**src/rtl/uart_rx_dma_sequencer.sv**
```systemverilog
// Drains the UART RX FIFO into word-addressed BRAM: packs bytes little-endian into
// 32-bit words and writes each word through a req/grant bus handshake.
module uart_rx_dma_sequencer #(
  parameter int ADDR_W  = 32,
  parameter int COUNT_W = 6
) (
  input  logic              i_Clock,
  input  logic              i_Reset,
  input  logic              i_Start,
  input  logic [ADDR_W-1:0] i_Base_Addr,
  input  logic [COUNT_W-1:0] i_Byte_Count,
  input  logic              i_Fifo_Empty,
  input  logic [7:0]        i_Fifo_Byte,
  output logic              o_Read_Flag,
  output logic              o_Bus_Req,
  input  logic              i_Bus_Grant,
  output logic              o_Wr_En,
  output logic [ADDR_W-1:0] o_Wr_Addr,
  output logic [31:0]       o_Wr_Data,
  output logic [3:0]        o_Wr_Strb,
  output logic              o_Busy,
  output logic              o_Done,
  output logic [2:0]        o_State
);

  localparam logic [2:0] ST_IDLE  = 3'd0;
  localparam logic [2:0] ST_FETCH = 3'd1;
  localparam logic [2:0] ST_REQ   = 3'd2;
  localparam logic [2:0] ST_WRITE = 3'd3;
  localparam logic [2:0] ST_DONE  = 3'd4;

  localparam logic [COUNT_W-1:0] CNT_ZERO = {COUNT_W{1'b0}};
  localparam logic [COUNT_W-1:0] CNT_ONE  = {{(COUNT_W-1){1'b0}}, 1'b1};
  localparam logic [ADDR_W-1:0]  ADDR_STEP = {{(ADDR_W-3){1'b0}}, 3'b100};

  logic [2:0]         state_q, state_d;
  logic [ADDR_W-1:0]  addr_q, addr_d;
  logic [COUNT_W-1:0] remaining_q, remaining_d;
  logic [1:0]         lane_idx_q, lane_idx_d;
  logic [31:0]        pack_q, pack_d;
  logic [3:0]         strb_q, strb_d;

  logic pop_s;
  logic write_s;
  logic unused_addr_lsbs_s;

  // The low address bits are forced to zero, so they are intentionally dropped.
  assign unused_addr_lsbs_s = ^i_Base_Addr[1:0];

  assign pop_s   = (state_q == ST_FETCH) && !i_Fifo_Empty;
  assign write_s = (state_q == ST_WRITE) && i_Bus_Grant;

  // Next-state and datapath update for the transfer sequencer.
  always_comb begin
    state_d     = state_q;
    addr_d      = addr_q;
    remaining_d = remaining_q;
    lane_idx_d  = lane_idx_q;
    pack_d      = pack_q;
    strb_d      = strb_q;
    case (state_q)
      ST_IDLE: begin
        if (i_Start) begin
          addr_d      = {i_Base_Addr[ADDR_W-1:2], 2'b00};
          remaining_d = i_Byte_Count;
          lane_idx_d  = 2'd0;
          pack_d      = 32'h0000_0000;
          strb_d      = 4'b0000;
          if (i_Byte_Count == CNT_ZERO) begin
            state_d = ST_DONE;
          end else begin
            state_d = ST_FETCH;
          end
        end else begin
          state_d = ST_IDLE;
        end
      end
      ST_FETCH: begin
        if (pop_s) begin
          pack_d[{lane_idx_q, 3'b000} +: 8] = i_Fifo_Byte;
          strb_d[lane_idx_q]                = 1'b1;
          lane_idx_d  = lane_idx_q + 2'd1;
          remaining_d = remaining_q - CNT_ONE;
          // A word is ready once lane 3 fills or the last byte of the transfer lands.
          if ((lane_idx_q == 2'd3) || (remaining_q == CNT_ONE)) begin
            state_d = ST_REQ;
          end else begin
            state_d = ST_FETCH;
          end
        end else begin
          state_d = ST_FETCH;
        end
      end
      ST_REQ: begin
        if (i_Bus_Grant) begin
          state_d = ST_WRITE;
        end else begin
          state_d = ST_REQ;
        end
      end
      ST_WRITE: begin
        if (write_s) begin
          addr_d     = addr_q + ADDR_STEP;
          pack_d     = 32'h0000_0000;
          strb_d     = 4'b0000;
          lane_idx_d = 2'd0;
          if (remaining_q == CNT_ZERO) begin
            state_d = ST_DONE;
          end else begin
            state_d = ST_FETCH;
          end
        end else begin
          state_d = ST_REQ;
        end
      end
      ST_DONE: begin
        state_d = ST_IDLE;
      end
      default: begin
        state_d = ST_IDLE;
      end
    endcase
  end

  // State and datapath registers with synchronous reset.
  always_ff @(posedge i_Clock) begin
    if (i_Reset) begin
      state_q     <= ST_IDLE;
      addr_q      <= {ADDR_W{1'b0}};
      remaining_q <= CNT_ZERO;
      lane_idx_q  <= 2'd0;
      pack_q      <= 32'h0000_0000;
      strb_q      <= 4'b0000;
    end else begin
      state_q     <= state_d;
      addr_q      <= addr_d;
      remaining_q <= remaining_d;
      lane_idx_q  <= lane_idx_d;
      pack_q      <= pack_d;
      strb_q      <= strb_d;
    end
  end

  // Output decode; write-side buses are only driven while in WRITE.
  always_comb begin
    o_Read_Flag = pop_s;
    o_Wr_En     = write_s;
    o_Bus_Req   = 1'b0;
    o_Wr_Addr   = {ADDR_W{1'b0}};
    o_Wr_Data   = 32'h0000_0000;
    o_Wr_Strb   = 4'b0000;
    o_Done      = 1'b0;
    o_Busy      = (state_q != ST_IDLE);
    o_State     = state_q;
    case (state_q)
      ST_REQ: begin
        o_Bus_Req = 1'b1;
      end
      ST_WRITE: begin
        o_Bus_Req = 1'b1;
        o_Wr_Addr = addr_q;
        o_Wr_Data = pack_q;
        o_Wr_Strb = strb_q;
      end
      ST_DONE: begin
        o_Done = 1'b1;
      end
      default: begin
        o_Bus_Req = 1'b0;
      end
    endcase
  end

endmodule

```
**config.mk**
```make
export PLATFORM = sky130hd
export DESIGN_NAME = uart_rx_dma_sequencer
export DESIGN_NICKNAME = d
export VERILOG_FILES = /design/src/rtl/uart_rx_dma_sequencer.sv
export SDC_FILE = /design/constraint.sdc
export NUM_CORES = 1
export LEC_CHECK = 0
export ABC_AREA = 1
export CAP_MARGIN = 25
export CORE_UTILIZATION = 40
export CTS_BUF_LIST = sky130_fd_sc_hd__clkbuf_4
export DETAILED_ROUTE_END_ITERATION = 10
export PLACE_DENSITY_LB_ADDON = 0.2
export REMOVE_ABC_BUFFERS = 1
export SLEW_MARGIN = 20
export SYNTH_ARGS = -nofsm -noshare
export SYNTH_HDL_FRONTEND = slang
export SYNTH_SLANG_ARGS = --single-unit
```
**constraint.sdc**
```tcl
create_clock -name i_Clock -period 2 [get_ports i_Clock]
set_input_delay 0.4 -clock i_Clock [delete_from_list [all_inputs] [get_ports i_Clock]]
set_output_delay 0.4 -clock i_Clock [all_outputs]
set_load 0.02 [all_outputs]
```
==> results by group <==
Logic synthesis
  – Average size of a mapped cell: 5.68 sq um
  – Mapped Area: 5260 sq um
  – Yosys warns: 0
  – Synth Register Bits: 77
  – Synthesized instance count: 927
  – Synth area leader: dfxtp_1
  – Register area share after synthesis: 0.293
  – Yosys cell types: 30
  – Synth area leaders: dfxtp_1, nor2_1, nand2_1
  – Top cell type's share of synthesized area: 0.293

Timing
  – Worst slew margin: 0.666
  – Final Slew Violations: 0
  – Period utilisation layout: 1.00
  – Slew @ Worst Pin: 0.501 ns
  – Final Critical Period: 2.01 ns
  – Layout Skew: 0.0131 ns
  – Final Hold Viols: 0
  – Setup ws final: -0.00795 ns
  – RSZ-0062 raised after global routing: true
  – Maximum operating frequency: 498 MHz
  – Final setup fails: 3

Die
  – Rows: 41
  – Core ar.: 12700 sq um
  – Initial core utilization: 0.414
  – Die X-Extent: 117 microns
  – Die height: 117 microns
  – Die Area: 13600 sq um
  – Num ports: 127

Detailed routing
  – Drc violations: 0
  – Vias: 5940
  – Drt first pass iters: 5
  – Final WL: 15500 microns
  – Detail Route Antenna Nets: 0
  – WL/cell: 12.5 microns
  – Number of vias per cell: 4.81
  – DR iter-0 viols: 270

Setup path
  – Crit. End Element: output port
  – Critical path fanouts, max: 27
  – Critical path class: flop to output port
  – Worst path required time: 1.60 ns
  – CP arrival: 1.61 ns
  – Startpoint types: flop

Global routing
  – Vias in the first global route: 5245
  – GR Util All Layers: 0.230
  – First-pass GRT wire length: 24600 microns
  – Initial antenna violation count: 0
  – Pin count of the biggest net entering global routing: 46
  – Total gr overflow: 0

Placement
  – GP Congestion: 0.863
  – Placed Cells: 1211
  – DP Worst Slack: -0.113 ns
  – Placement Cell Area: 6810 sq um
  – Port Buf Inserts: 122
  – Dpl hpwl: 11000 microns

Run status
  – Failing checks: setup timing
  – Status: finished with violations

Pwr
  – Pwr Total: 4.11 mW
  – Leak pwr: 3.11 nW
  – Peak supply drop: 0.274 mV
  – Pwr Density: 570 nW/um^2

Clock network
  – CTS HTree Levels: 3
  – CTS tree: built
  – Bufs on Longest Clock Path: 2
  – Clk root buf: clkbuf_4
  – Total CTS buffers: 9
  – Hold_buf cts: 0
  – CTS clk-pin slew, worst paths: 0.13 ns
  – TritonCTS Sinks: 77
  – Clock Latency Late Sink: 0.46 ns

Finish
  – Layout cells sized above 1: 0.183
  – Area Overhead vs Synth: 37.1%
  – Count of non-filler cells in the finished layout: 1235
  – Diode count: 0
  – Register area: 1550 sq um
  – Filler Cell Count: 1336
  – Post-layout instance area: 7220 sq um
  – Core Util, Final: 0.567
  – Multi-input logic area: 3300 sq um
  – # nets final: 1119

Worst hold path
  – Hold WC Path Type: flop to flop

Job
  – Max Cap Viol: 0
[where the power goes]
| group | leakage [nW] | internal (mW) | switching (mW) |
|---|---|---|---|
| logic | 2.38 | 0.448 | 0.707 |
| registers | 0.636 | 1.69 | 0.136 |
| clock network | 0.0884 | 0.522 | 0.608 |
| total | 3.11 | 2.66 | 1.45 |
[Yosys cell counts]
| library cell | number |
|---|---|
| inv_2 | 2 |
| nand2_1 | 208 |
| buf_1 | 2 |
| buf_4 | 7 |
| buf_6 | 3 |
| buf_2 | 17 |
| o21ai_0 | 34 |
| o211ai_1 | 1 |
| ha_1 | 10 |
| nand2_2 | 4 |
| nand4_1 | 29 |
| nand3_2 | 1 |
| clkbuf_2 | 1 |
| dfxtp_1 | 77 |
| and2_1 | 1 |
| conb_1 | 1 |
| nor3_1 | 18 |
| a31oi_1 | 3 |
| nor2_2 | 2 |
| inv_1 | 117 |
| a21oi_1 | 50 |
| o21ai_1 | 10 |
| nor2_1 | 228 |
| o21bai_1 | 1 |
| nand3_1 | 79 |
| or2_0 | 1 |
| nor2_4 | 2 |
| clkinv_1 | 3 |
| clkbuf_1 | 14 |
| xnor2_1 | 1 |
[metal layers]
| layer | part of all wire | up-vias | track usage |
|---|---|---|---|
| met3 | 0.043 | 14 | 0.0285 |
| met5 | 0 | - | 0 |
| li1 | - | 3176 | - |
| met4 | 0.014 | 0 | 0.0869 |
| met2 | 0.50 | 130 | 0.412 |
| met1 | 0.44 | 2620 | 0.281 |
[cells in the final DEF, fill, tap and decap left out, types with 2 or more instances in the layout]
cell	netlist	final
nor2_2	2	34
clkinv_1	3	4
conb_1	1	2
ha_1	10	10
clkbuf_4	0	10
a21oi_1	50	50
dfxtp_2	0	3
nor2_4	2	23
buf_4	7	75
bufinv_16	0	2
o21ai_1	10	10
nand2_2	4	4
buf_12	0	7
buf_6	3	24
clkdlybuf4s50_1	0	49
dfxtp_1	77	74
dlygate4sd2_1	0	4
nor3_1	18	18
nand2_1	208	207
a31oi_1	3	3
inv_2	2	3
nor2_1	228	175
inv_1	117	116
nand4_1	29	29
o21ai_0	34	34
nand3_1	79	79
[flip-flops by register name, indices dropped and copies added (netlist names)]
register     count
o_State          3
pack_q          32
addr_q          30
strb_q           4
lane_idx_q       2
remaining_q      6
[timing repair]
action,CTS,global route
gates resized for setup,359,94
setup endpoints to repair,72,83
gates cloned,0,2
buffers inserted,2,5
pin swaps,1,3
[cell type report]
type	count	share of cell area
multi-input cells	686	0.457
repair buffers	162	0.213
clock buffers	10	0.0104
clock inverters	6	0.0120
flip-flops and latches	77	0.214
inverters	122	0.0635
well taps	172	0.0298
[stage by stage]
stage / hold slack [ns] / TNS [ns]
3_3_place_gp: 0.451 / -1.21
5_1_grt: 0.499 / -3.45
6_report: 0.472 / -0.0136
3_5_place_dp: 0.457 / -1.87
2_1_floorplan: 0.435 / -191.59
4_1_cts: 0.476 / -1.29
[worst max-delay path, cell delays in order (launching register included)]
cell     delay [ns]
dfxtp_2        0.36
inv_2          0.04
nor2_4         0.18
nand2_8        0.11
buf_12         0.18
nor2_2         0.12
buf_4          0.16
[path summary, 6_finish.rpt]
kind | to | slack [ns] | cells after the start | start
max | o_Wr_Addr[17] | -0.008 | 6 | o_State[1]
min | pack_q[20] | 0.47 | 2 | pack_q[20]
max reg2reg | pack_q[2] | 0.15 | 7 | lane_idx_q[1]
min reg2reg | pack_q[20] | 0.47 | 2 | pack_q[20]
[cells by family after synthesis]
logic type | count (synthesis) | synth area share
simple gates | 573 | 0.453
buf+inv | 166 | 0.132
compound gates | 99 | 0.0958
flops | 77 | 0.293
fa+ha+maj | 10 | 0.0238
xor+xnor | 1 | 0.00166
other cells | 1 | 0.000712
Note: power is estimated with default switching activity, not from simulation.
